[src/rtl/alu_share_arbiter.sv]
// Round-robin arbiter that time-shares one combinational ALU between two requesters.
// Each op takes three cycles: accept in IDLE, drive the ALU in EXEC, return the result in RESP.
module alu_share_arbiter #(
  parameter int WIDTH = 32
) (
  input  logic             clk,
  input  logic             rst_n,
  input  logic             flush,
  input  logic             req0_valid,
  output logic             req0_ready,
  input  logic [WIDTH-1:0] req0_a,
  input  logic [WIDTH-1:0] req0_b,
  input  logic [3:0]       req0_sel,
  input  logic             req1_valid,
  output logic             req1_ready,
  input  logic [WIDTH-1:0] req1_a,
  input  logic [WIDTH-1:0] req1_b,
  input  logic [3:0]       req1_sel,
  output logic             resp0_valid,
  input  logic             resp0_ready,
  output logic             resp1_valid,
  input  logic             resp1_ready,
  output logic [WIDTH-1:0] resp_result,
  output logic [WIDTH-1:0] alu_a,
  output logic [WIDTH-1:0] alu_b,
  output logic [3:0]       alu_sel,
  input  logic [WIDTH-1:0] alu_result,
  output logic             busy
);

  typedef enum logic [1:0] {
    IDLE = 2'd0,
    EXEC = 2'd1,
    RESP = 2'd2
  } state_t;

  state_t           state;
  state_t           state_next;
  logic [WIDTH-1:0] op_a;
  logic [WIDTH-1:0] op_b;
  logic [3:0]       op_sel;
  logic [WIDTH-1:0] res_reg;
  logic             owner;
  logic             last_grant;
  logic             grant;
  logic             accept;
  logic             owner_ready;

  // Contention goes to the port that lost last time; a lone requester always wins.
  always_comb begin
    grant = 1'b0;
    if (req0_valid && req1_valid) begin
      grant = ~last_grant;
    end else begin
      grant = req1_valid;
    end
  end

  assign accept      = (req0_valid && req0_ready) || (req1_valid && req1_ready);
  assign owner_ready = owner ? resp1_ready : resp0_ready;

  always_ff @(posedge clk or negedge rst_n) begin
    if (!rst_n) begin
      state <= IDLE;
    end else begin
      state <= state_next;
    end
  end

  always_comb begin
    state_next = state;
    if (flush) begin
      state_next = IDLE;
    end else begin
      case (state)
        IDLE:    if (accept) state_next = EXEC;
        EXEC:    state_next = RESP;
        RESP:    if (owner_ready) state_next = IDLE;
        default: state_next = IDLE;
      endcase
    end
  end

  // Readies are withheld during a flush so an aborted cycle never records a request.
  always_comb begin
    req0_ready  = (state == IDLE) && !flush && !grant;
    req1_ready  = (state == IDLE) && !flush && grant;
    resp0_valid = (state == RESP) && !owner;
    resp1_valid = (state == RESP) && owner;
    busy        = (state != IDLE);
  end

  // last_grant moves only on an accepted request, never on flush.
  always_ff @(posedge clk or negedge rst_n) begin
    if (!rst_n) begin
      op_a       <= '0;
      op_b       <= '0;
      op_sel     <= 4'b0000;
      owner      <= 1'b0;
      last_grant <= 1'b1;
    end else if (accept) begin
      op_a       <= grant ? req1_a : req0_a;
      op_b       <= grant ? req1_b : req0_b;
      op_sel     <= grant ? req1_sel : req0_sel;
      owner      <= grant;
      last_grant <= grant;
    end
  end

  always_ff @(posedge clk or negedge rst_n) begin
    if (!rst_n) begin
      res_reg <= '0;
    end else if ((state == EXEC) && !flush) begin
      res_reg <= alu_result;
    end
  end

  assign alu_a       = op_a;
  assign alu_b       = op_b;
  assign alu_sel     = op_sel;
  assign resp_result = res_reg;

endmodule

[config.mk]
export PLATFORM = sky130hd
export DESIGN_NAME = alu_share_arbiter
export DESIGN_NICKNAME = d
export VERILOG_FILES = /design/src/rtl/alu_share_arbiter.sv
export SDC_FILE = /design/constraint.sdc
export NUM_CORES = 1
export LEC_CHECK = 0
export CORE_ASPECT_RATIO = 1.75
export CORE_MARGIN = 5
export CORE_UTILIZATION = 37
export CTS_CLUSTER_DIAMETER = 120
export DETAILED_ROUTE_END_ITERATION = 10
export MAX_ROUTING_LAYER = met4
export PLACE_DENSITY = 0.82
export SYNTH_ARGS = -nofsm -noshare
export SYNTH_HDL_FRONTEND = slang
export SYNTH_SLANG_ARGS = --single-unit
[constraint.sdc]
create_clock -name clk -period 1.8 [get_ports clk]
set_input_delay 0.18 -clock clk [delete_from_list [all_inputs] [get_ports clk]]
set_output_delay 0.18 -clock clk [all_outputs]
set_load 0.02 [all_outputs]
### Word level (Yosys, flattened, before mapping)

Index checks and enable logic that the tools add are counted.

| word-level totals | value |
|---|---|
| bits in read-only memories | 0 |
| register bits after elaboration | 104 |
| memories | 0 |
| RAM bits | 0 |
| bits of input ports | 175 |
| bits in latches | 0 |

| operators by class | value |
|---|---|
| shift-type cells | 0 |
| bitwise gates (word level) | 1 |
| $lt $le $gt $ge | 0 |
| reductions and logical operators | 16 |
| equal/unequal tests | 4 |
| add/sub/neg operators | 0 |
| multipliers | 0 |
| muxes and demuxes | 9 |
| divide/modulo/power cells | 0 |

Operators with widths:

| kind | count |
|---|---|
| $mux 32 | 2 |
| $logic_and 1x1->1 | 9 |
| $mux 2 | 3 |
| $ne 3x3->1 const B | 2 |
| $pmux 2 s3 | 1 |
| $mux 4 | 1 |
| $logic_not 1->1 | 3 |
| $eq 2x1->1 const B | 1 |
| $eq 2x2->1 const B | 1 |
| $logic_not 2->1 | 1 |
| $mux 1 | 2 |
| $reduce_and 2->1 | 1 |
| $reduce_bool 2->1 | 1 |
| $logic_or 1x1->1 | 1 |
| $not 1->1 | 1 |

### Logic depth before layout (Yosys ltp)

Gate-level depths: netlist of the first run.

| depth | value |
|---|---|
| depth after elaboration | 9 |
| depth in mapped cells | 6 |
| mapped depth without buffers | 3 |

### Least setup slack after synthesis of the first run

Ideal clock, no wire load.

| path | value |
|---|---|
| kind | register to register |
| start point | reg state[0] |
| end point | reg op_a[10], in the netlist alu_a[10] |
| library setup time | 123 ps |
| path buffers | 2 |
| required time | 1677 ps |
| slack | 179 ps |
| period minus slack after synthesis | 1621 ps |
| cell stages (with the launch flop) | 6 |
| data arrival time | 1498 ps |
| path through | dfrtp_1 > or3_1 > buf_6 > clkbuf_1 > or3_1 > o221a_2 |

| on the way | value |
|---|---|
| cells in the longest elaborated chain, start to end | 5 |

Ends and longest elaborated chain:

| what | RTL line | RTL |
|---|---|---|
| start, declared | 37 | `state_t state;` |
| start signal, assigned | 66 | `state <= state_next;` |
| $logic_not 2->1 * | 86, 87 |  |
| $logic_and 1x1->1 * | 86, 87 |  |
| $logic_and 1x1->1 (on tied branches) | 86, 87 |  |
| $logic_and 1x1->1 | 59 | `assign accept = (req0_valid && req0_ready) \|\| (req1_valid && req1_ready);` |
| $logic_or 1x1->1 * | 59 |  |
| end signal, assigned | 102 | `op_a <= grant ? req1_a : req0_a;` |
| end, declared | 39 | `logic [WIDTH-1:0] op_a;` |

Mark *: on every way between the ends. The rest lies on a longest branch, timed or not.
A chain may end at the register's enable or synchronous reset.

### Worst setup path after layout of the first run

| path | value |
|---|---|
| start point | reg state[0] |
| end point | out req0_ready |

| on the way | value |
|---|---|
| cells in the longest elaborated chain, start to end | 3 |

Ends and longest elaborated chain:

| what | RTL line | RTL |
|---|---|---|
| $logic_not 2->1 | 86 | `req0_ready = (state == IDLE) && !flush && !grant;` |
| $logic_and 1x1->1 (2 in series) | 86 |  |
| end, declared | 10 | `output logic req0_ready,` |

No other way between the ends.

==> summary.txt, run 1 <==
Timing
  – Fmax: 0.585 GHz
  – Final hold slack: 304 ps
  – Slew Viols, Final: 0
  – Final setup vio count: 0
  – RSZ-0062 raised after global routing: no
  – Fin crit period: 1710 ps
  – Worst Tran Pin Value: 419 ps
  – Rel. slew slack: 0.719
  – Hold Vio Cnt, Final: 0
  – Clock Skew: 9.35 ps
  – Tcrit/Tclk final: 0.949

Placement
  – DP Area: 7480 um2
  – Port bufs: 279
  – RePlAce Congestion: 0.816
  – Final HPWL DP: 12200 um
  – Placed insts: 725

Synth
  – Compound-Gate Fraction of Synth Area: 0.180
  – Post-synthesis cell area: 4470 um2
  – Post-Synth Simple-Gate Area: 0.120
  – Synthesized-area fraction occupied by adder cells: 0
  – Largest family of logic cells by synthesized area: compound AO/OA/AOI/OAI gates
  – Synthesized Nets: 500
  – Avg Inst Size Synth: 13.7 um2
  – Cells after Synth: 325
  – Register area share after synthesis: 0.583
  – Multiplexer share of the synthesized area: 0.0829
  – Share of the synthesized area in the top cell type: 0.577
  – Synth top area cells: dfrtp_1 58%, o221a_2 16%, or3_1 9.7%
  – Post-synth top area cell: dfrtp_1
  – Synth Warn #: 0
  – Number of distinct library cells after synthesis: 27
  – Register bit total from synthesis: 104
  – Synth Area in XOR/XNOR: 0

Worst setup path
  – Max FO, Critical Path: 7
  – Delay-heaviest family, CP: buffers and inverters
  – Crit-path slowest cell: dfrtp_1
  – CP Data Required Time: 1620 ps
  – Nature of the critical path startpoint: register
  – Crit-path max cell delay: 390 ps
  – Critical Path, Cell by Cell: buf_4 > nor3_2 > and2_1 > clkdlybuf4s15_1
  – Crit path DAT: 1530 ps
  – CP Capture Type: output port
  – CP bufs+invs: 2
  – Kind of critical path: register to output port

Final layout
  – Area Overhead vs Synth: 77.3%
  – FILL cells: 906
  – Commonest non-fill, non-tap cells in the layout: 273 x clkdlybuf4s50_1, 103 x dfrtp_1, 68 x or3_1
  – Commonest non-fill, non-tap cell in the layout: clkdlybuf4s50_1
  – FF+latch area: 2600 um2
  – Layout cells sized above 1: 0.234
  – Multi-input gate area: 1730 um2
  – Util after Layout: 0.663
  – Fin cells: 746
  – Final Cell Area: 7920 um2
  – Final net count: 778

Die
  – DIE AREA: 14500 um2
  – Die span in y: 155 um
  – Row cnt: 53
  – Die width: 93.1 um
  – CORE AREA: 11900 um2
  – Initial Util: 0.374
  – Boundary Pins: 280

Routing
  – DRT antenna net count: 0
  – Via/cell ratio: 5.45
  – Initial DRC count: 139
  – Drt first pass iters: 4
  – Total wire length: 16500 um
  – Via count: 4064
  – DRC: 0
  – Routed len/inst: 22.1 um

Global route
  – Gr usage total: 0.221
  – Largest net degree at the start of global routing: 72
  – Initial antenna violation count: 1
  – Global route overflow: 0
  – Vias in the first global route: 4460
  – First-pass GRT wire length: 24000 um

Pwr
  – Max VDD drop: 569 uV
  – Total power: 9.46 mW
  – Pwr per Cell Area: 1190 nW/um2
  – LEAKAGE: 3.06 nW

Clock network
  – CTS tree: yes
  – Clk Latency, worst-skew pair: 340 ps
  – Max clock buf depth: 2
  – CTS Root Cell: clkbuf_16
  – CTS H-tree lvls: 3
  – Reg clk slew, reported paths: 70 ps
  – TritonCTS buffer count: 9
  – CTS Sinks: 104

Run status
  – Status: finished clean

Job
  – Max-cap check violation count: 0

Hold path
  – Hold Path Class: input pin to async pin
kinds of logic (layout without fill, tap and decap cells):
| kind of cell | Yosys count | in the layout |
|---|---|---|
| AOI/OAI and AO/OA | 74 | 74 |
| other | 0 | 1 |
| muxes | 33 | 33 |
| buffers and inverters | 32 | 315 |
| DFF | 104 | 104 |
| and+or+nand+nor | 82 | 82 |
power breakdown:
part | total (mW) | switching (mW) | internal, mW
logic | 3.85 | 1.72 | 2.13
clock network | 2.18 | 0.869 | 1.31
registers | 3.43 | 0.418 | 3.01
total | 9.46 | 3.01 | 6.45
worst paths after layout:
| path | to | slack [ps] | depth (start not counted) | startpoint |
|---|---|---|---|---|
| worst max-delay path | req0_ready | 90 | 4 | state[0]$_DFFE_PN0P_ |
| worst min-delay path | resp_result[0]$_DFFE_PN0P_ | 300 | 2 | rst_n |
| worst max register to register | alu_sel[0]$_DFFE_PN0P_ | 100 | 5 | state[0]$_DFFE_PN0P_ |
| worst min register to register | resp_result[19]$_DFFE_PN0P_ | 510 | 1 | resp_result[19]$_DFFE_PN0P_ |
| max in group asynchronous | alu_b[24]$_DFFE_PN0P_ | 920 | 3 | rst_n |
| min in group clk | resp_result[7]$_DFFE_PN0P_ | 450 | 2 | alu_result[7] |
metrics by stage:
stage / setup slack (ps) / TNS [ps]
2_1_floorplan: 179 / 0
3_3_place_gp: -356 / -19080
3_5_place_dp: -312 / -20970
4_1_cts: -113 / -1160
5_1_grt: 10.3 / 0
6_report: 91.6 / 0
flip-flops by register name, summed over array words and instances, names as in the netlist:
signal,cells
resp_result,32
alu_a,32
last_grant,1
alu_b,32
alu_sel,4
state,2
owner,1
layer usage:
metal | up-vias | track usage | wire length (um)
li1 | 1836 | - | -
met3 | 39 | 0.0464 | 948
met1 | 1988 | 0.243 | 6010
met5 | - | - | 0
met4 | 0 | 0.0901 | 576
met2 | 201 | 0.386 | 8940
final cells by class:
class	count	share of cell area
Multi-Input combinational cell	189	0.218
Antenna cell	1	0.000316
Clock inverter	5	0.0109
Sequential cell	104	0.329
Tap cell	137	0.0216
Timing Repair Buffer	299	0.388
Clock buffer	11	0.0319
synth_stat cells:
| cell type | n |
|---|---|
| a21oi_1 | 2 |
| nor2_1 | 2 |
| nand3b_1 | 1 |
| a21bo_2 | 1 |
| or2_2 | 1 |
| o21ai_0 | 2 |
| nor3_2 | 1 |
| o221a_1 | 4 |
| nand2b_1 | 2 |
| and3b_1 | 1 |
| dfrtp_1 | 103 |
| buf_6 | 3 |
| nor2_8 | 1 |
| nor3b_2 | 1 |
| buf_2 | 9 |
| dfstp_2 | 1 |
| mux2i_1 | 1 |
| nor3b_1 | 1 |
| and2_1 | 1 |
| a31oi_1 | 1 |
| clkbuf_1 | 17 |
| clkbuf_2 | 1 |
| buf_1 | 2 |
| nand3_1 | 1 |
| mux2_2 | 32 |
| or3_1 | 69 |
| o221a_2 | 64 |
what timing repair did:
item,in CTS,in global routing
cloned,0,3
hold endpoints to repair,24,0
endpoints found under the setup margin,73,70
hold buffers,1,0
setup buffers,0,0
pin swaps,0,1
gates resized for setup,8,7
(Power assumes the default switching activity.)
==> inputs of run 2 (changes only) <==
clock period = 1.92 ns   (was 1.8 ns; I/O delays follow)
==> summary.txt, run 2 (synthesis results as in run 1) <==
Worst setup path
  – Kind of critical path: register to output port
  – CP Data Required Time: 1730 ps (+110 ps)
  – FF-to-FF path depth: 5 (unchanged)
  – Crit path DAT: 1720 ps (+190 ps)
  – Max FO, Critical Path: 2 (-5)
  – Nature of the critical path startpoint: register
  – CP Capture Type: output port

Job
  – Max-cap check violation count: 0 (unchanged)

Routing
  – Total wire length: 15700 um (-4.5%)
  – Routed len/inst: 21.1 um (-4.4%)
  – Met3 wire len: 950 um (+0.21%)
  – WL met2: 8310 um (-7.1%)
  – DRC: 0 (unchanged)
  – Max Used Layer: met4
  – Initial DRC count: 125 (-10%)
  – DRT antenna net count: 0 (unchanged)
  – Via/cell ratio: 5.44 (about the same)
  – Drt first pass iters: 4 (unchanged)
  – Via count: 4055 (-0.22%)
  – Wl on met1: 5690 um (-5.3%)

Clock network
  – CTS Root Cell: clkbuf_16
  – Post-CTS Setup Bufs: 0 (unchanged)
  – Reg clk slew, reported paths: 70 ps (about the same)
  – Clk Latency, worst-skew pair: 330 ps (about the same)
  – CTS tree: yes
  – Max clock buf depth: 2 (unchanged)
  – TritonCTS buffer count: 9 (unchanged)
  – CTS Sinks: 104 (unchanged)
  – CTS H-tree lvls: 3 (unchanged)

Global route
  – Global route overflow: 0 (unchanged)
  – Vias in the first global route: 4578 (+2.6%)
  – Initial antenna violation count: 1 (unchanged)
  – Gr usage total: 0.221 (about the same)
  – Largest net degree at the start of global routing: 72 (unchanged)
  – First-pass GRT wire length: 24100 um (+0.38%)

Timing
  – Tcrit/Tclk final: 0.994
  – Worst Tran Pin Value: 417 ps (-1.99 ps)
  – Final WS setup: 10.7 ps (-80.8 ps)
  – Slew Viols, Final: 0 (unchanged)
  – Hold Vio Cnt, Final: 0 (unchanged)
  – Fmax: 0.524 GHz
  – Rel. slew slack: 0.721 (+0.00133)
  – Final hold slack: 333 ps (+29.1 ps)
  – Final setup vio count: 0 (unchanged)
  – Fin crit period: 1910 ps
  – Clock Skew: 9.60 ps (+0.248 ps)
  – RSZ-0062 raised after global routing: yes

Final layout
  – Final net count: 777 (-0.13%)
  – Commonest non-fill, non-tap cells in the layout: 273 x clkdlybuf4s50_1, 103 x dfrtp_1, 68 x or3_1
  – Area Overhead vs Synth: 74.4%
  – Layout cells sized above 1: 0.226 (-0.00785)
  – FILL cells: 926 (+2.2%)
  – Commonest non-fill, non-tap cell in the layout: clkdlybuf4s50_1

Die
  – DIE AREA: 14500 um2 (unchanged)
  – CORE AREA: 11900 um2 (unchanged)
  – Row cnt: 53 (unchanged)
  – Die span in y: 155 um (unchanged)
  – Die width: 93.1 um (unchanged)
  – Initial Util: 0.374 (unchanged)
  – Boundary Pins: 280 (unchanged)

Pwr
  – Total power: 8.54 mW (-9.7%)
  – LEAKAGE: 3.03 nW (-0.97%)
  – Pwr per Cell Area: 1100 nW/um2 (-8.2%)
  – Max VDD drop: 590 uV (+3.8%)

Run status
  – Status: finished clean

Placement
  – Final HPWL DP: 12300 um (+0.92%)
  – RePlAce Congestion: 0.809 (-0.88%)
  – Port bufs: 279 (unchanged)
  – Pre-CTS setup slack: -225 ps (+87.6 ps)

Hold path
  – Hold Path Class: input pin to async pin
[run 2: through the flow]
stage / util / instance area, um2 / cells / setup TNS [ps]
2_1_floorplan: - / 4470 / 325 / 0
3_3_place_gp: 0.626 / 7470 / 727 / -10650
3_5_place_dp: 0.626 / 7470 / 727 / -13950
6_report: 0.653 / 7790 / 745 / 0
4_1_cts: 0.651 / 7770 / 744 / -18.5
5_1_grt: 0.653 / 7790 / 745 / -3070
[run 2: power by group]
group / switching (mW) / leakage, nW / total (mW) / internal [mW]
Clock: 0.767 / 0.137 / 1.78 / 1.02
Sequential: 0.380 / 1.17 / 3.20 / 2.82
Combinational: 1.59 / 1.72 / 3.56 / 1.97
Total: 2.74 / 3.03 / 8.54 / 5.81
[run 2: path summary, 6_finish.rpt]
check	startpoint	end	slack, ps
max	state[0]$_DFFE_PN0P_	req1_ready	10
min in group clk	alu_result[16]	resp_result[16]$_DFFE_PN0P_	470
min reg2reg	resp_result[27]$_DFFE_PN0P_	resp_result[27]$_DFFE_PN0P_	500
min	rst_n	resp_result[0]$_DFFE_PN0P_	330
max reg2reg	state[0]$_DFFE_PN0P_	alu_b[8]$_DFFE_PN0P_	40
max in group asynchronous	rst_n	alu_a[11]$_DFFE_PN0P_	990
[run 2: area by class of cell]
| class | count | area (um2) | share of cell area |
|---|---|---|---|
| Sequential cell | 104 | 2600 | 0.334 |
| Multi-Input combinational cell | 189 | 1720 | 0.221 |
| Timing Repair Buffer | 298 | 3000 | 0.385 |
| Antenna cell | 1 | 2.50 | 0.000321 |
| Tap cell | 137 | 171 | 0.0220 |
| Clock inverter | 4 | 55.1 | 0.00707 |
| Clock buffer | 12 | 236 | 0.0304 |
[run 2: layer usage]
layer,up-vias,global-route usage
li1,1834,-
met1,1960,0.231
met2,216,0.386
met3,45,0.0513
met4,0,0.108
met5,-,-
[run 2: worst max-delay path, stage by stage, from the launching register on]
cell	delay (ps)
dfrtp_1	380
or3_2	510
nor2_1	200
clkdlybuf4s15_2	300
[run 2: what timing repair did]
action,in CTS,in global routing
hold buffers,1,0
resized for setup,4,5
endpoints found under the setup margin,6,72
endpoints found under the hold margin,27,0
==> inputs of run 3 (changes only) <==
CORE_UTILIZATION = 33   (was 37)
PLACE_DENSITY = 0.77   (was 0.82)
clock period = 1.7 ns   (was 1.92 ns; I/O delays follow)
==> summary.txt, run 3 (synthesis results as in run 1) <==
Run status
  – Status: finished clean

Placement
  – Port bufs: 279 (unchanged)
  – RePlAce Congestion: 0.866 (+7.1%)
  – Placed insts: 766 (+5.4%)
  – DP Area: 7540 um2 (+0.99%)
  – Final HPWL DP: 11900 um (-3.5%)

Die
  – DIE AREA: 16100 um2 (+11%)
  – Die width: 97.9 um (+5.3%)
  – Initial Util: 0.334 (-0.0404)
  – Die span in y: 164 um (+5.5%)
  – Row cnt: 56 (+5.7%)
  – Boundary Pins: 280 (unchanged)
  – CORE AREA: 13400 um2 (+12%)

Final layout
  – Area Overhead vs Synth: 80.1%
  – Final Cell Area: 8040 um2 (+3.3%)
  – Commonest non-fill, non-tap cell in the layout: clkdlybuf4s50_1
  – Final net count: 789 (+1.5%)
  – Fin cells: 794 (+6.6%)
  – Layout cells sized above 1: 0.254 (+0.0279)
  – Commonest non-fill, non-tap cells in the layout: 273 x clkdlybuf4s50_1, 103 x dfrtp_1, 68 x or3_1
  – FILL cells: 1079 (+17%)
  – Util after Layout: 0.601 (-0.0514)

Timing
  – Rel. slew slack: 0.655 (-0.0656)
  – Hold Vio Cnt, Final: 0 (unchanged)
  – Setup TNS: 0 ps (unchanged)
  – Tcrit/Tclk final: 0.961
  – Slew Viols, Final: 0 (unchanged)
  – Final hold slack: 376 ps (+43.0 ps)
  – Fin crit period: 1630 ps
  – RSZ-0062 raised after global routing: no
  – Clock Skew: 10.4 ps (+0.787 ps)
  – Fmax: 0.612 GHz
  – Final setup vio count: 0 (unchanged)
  – Worst Tran Pin Value: 517 ps (+100 ps)

Clock network
  – Reg clk slew, reported paths: 80 ps (about the same)
  – TritonCTS buffer count: 9 (unchanged)
  – CTS tree: yes
  – Clk Latency, worst-skew pair: 340 ps (about the same)
  – Max clock buf depth: 2 (unchanged)
  – CTS Sinks: 104 (unchanged)
  – CTS Root Cell: clkbuf_16
  – CTS H-tree lvls: 3 (unchanged)

Global route
  – Initial antenna violation count: 1 (unchanged)
  – Global route overflow: 0 (unchanged)
  – Vias in the first global route: 4378 (-4.4%)
  – Largest net degree at the start of global routing: 64 (-11%)
  – First-pass GRT wire length: 24000 um (-0.20%)
  – Gr usage total: 0.196 (-0.0247)

Routing
  – DRT antenna net count: 0 (unchanged)
  – Drt first pass iters: 4 (unchanged)
  – Initial DRC count: 172 (+38%)
  – Via count: 4138 (+2.0%)
  – DRC: 0 (unchanged)
  – Via/cell ratio: 5.21 (-4.3%)
  – Total wire length: 16400 um (+4.4%)
  – Routed len/inst: 20.7 um (-2.0%)

Worst setup path
  – Critical Path, Cell by Cell: or3_4 > buf_6 > nor2_8 > buf_4 > buf_12 > o221a_1
  – CP Data Required Time: 1970 ps (+240 ps)
  – Crit path DAT: 1910 ps (+190 ps)
  – CP Capture Type: register
  – Crit-path max cell delay: 430 ps (-80 ps)
  – Nature of the critical path startpoint: register
  – Crit-path slowest cell: or3_4
  – Kind of critical path: register to register
  – Max FO, Critical Path: 16 (+14)

Job
  – Max-cap check violation count: 0 (unchanged)

Pwr
  – LEAKAGE: 3.10 nW (+2.3%)
  – Max VDD drop: 630 uV (+6.7%)
  – Pwr per Cell Area: 1210 nW/um2 (+11%)

Hold path
  – Hold Path Class: input pin to async pin
## run 3: changes by cell type in the layout (fill, tap and decap cells not counted), sizes merged
cell / before / now
inv: 0 / 3
dlymetal6s2s: 3 / 0
buf: 18 / 30
clkinv: 2 / 3
bufinv: 1 / 0
## run 3: where the power goes
group / leakage [nW] / internal (mW) / switching [mW] / total [mW]
clock network: 0.141 / 1.03 / 0.976 / 2.00
registers: 1.17 / 3.18 / 0.408 / 3.59
logic: 1.79 / 2.31 / 1.86 / 4.17
total: 3.10 / 6.52 / 3.24 / 9.76
## run 3: metrics by stage
stage | power (mW) | worst slack (ps)
global route | 10.2 | 3.39
global placement | 7.63 | -413
floorplan | 5.44 | 79.1
detailed placement | 7.73 | -396
finish | 9.76 | 65.5
CTS | 9.79 | -28.8
## run 3: repair_timing
| item | CTS | global route |
|---|---|---|
| resized for setup | 20 | 11 |
| setup endpoints to repair | 66 | 44 |
| setup buffers | 0 | 5 |
| hold buffers | 1 | 0 |
| endpoints found under the hold margin | 103 | 0 |
| pin swaps | 1 | 3 |
| cloned | 1 | 4 |
## run 3: worst max-delay path, delay by kind of cell (launching register included)
family,cells,cell delay (ps)
buf+inv,3,450
compound gates,1,190
flops,1,380
simple gates,2,550
## run 3: cell type report
class / count / area [um2] / share of cell area
diodes: 1 / 2.50 / 0.000311
flip-flops and latches: 104 / 2600 / 0.324
well taps: 174 / 218 / 0.0271
repair buffers: 310 / 3180 / 0.395
clock inverters: 7 / 66.3 / 0.00824
clock buffers: 9 / 225 / 0.0280
multi-input cells: 189 / 1750 / 0.218
## run 3: final timing paths
path	from	endpoint	slack (ps)	depth (start not counted)
setup / recovery	state[0]$_DFFE_PN0P_	alu_a[2]$_DFFE_PN0P_	70	6
hold / removal	rst_n	resp_result[6]$_DFFE_PN0P_	380	3
setup reg to reg	state[0]$_DFFE_PN0P_	alu_a[2]$_DFFE_PN0P_	70	6
hold reg to reg	resp_result[30]$_DFFE_PN0P_	resp_result[30]$_DFFE_PN0P_	510	1
max in group asynchronous	rst_n	last_grant$_DFFE_PN1P_	840	3
min in group clk	alu_result[25]	resp_result[25]$_DFFE_PN0P_	430	2
## run 3: per-layer routing
metal / global-route usage / routed length (um)
met1: 0.212 / 6040
met2: 0.349 / 8920
met3: 0.0518 / 1070
met4: 0.0636 / 397
met5: - / 0
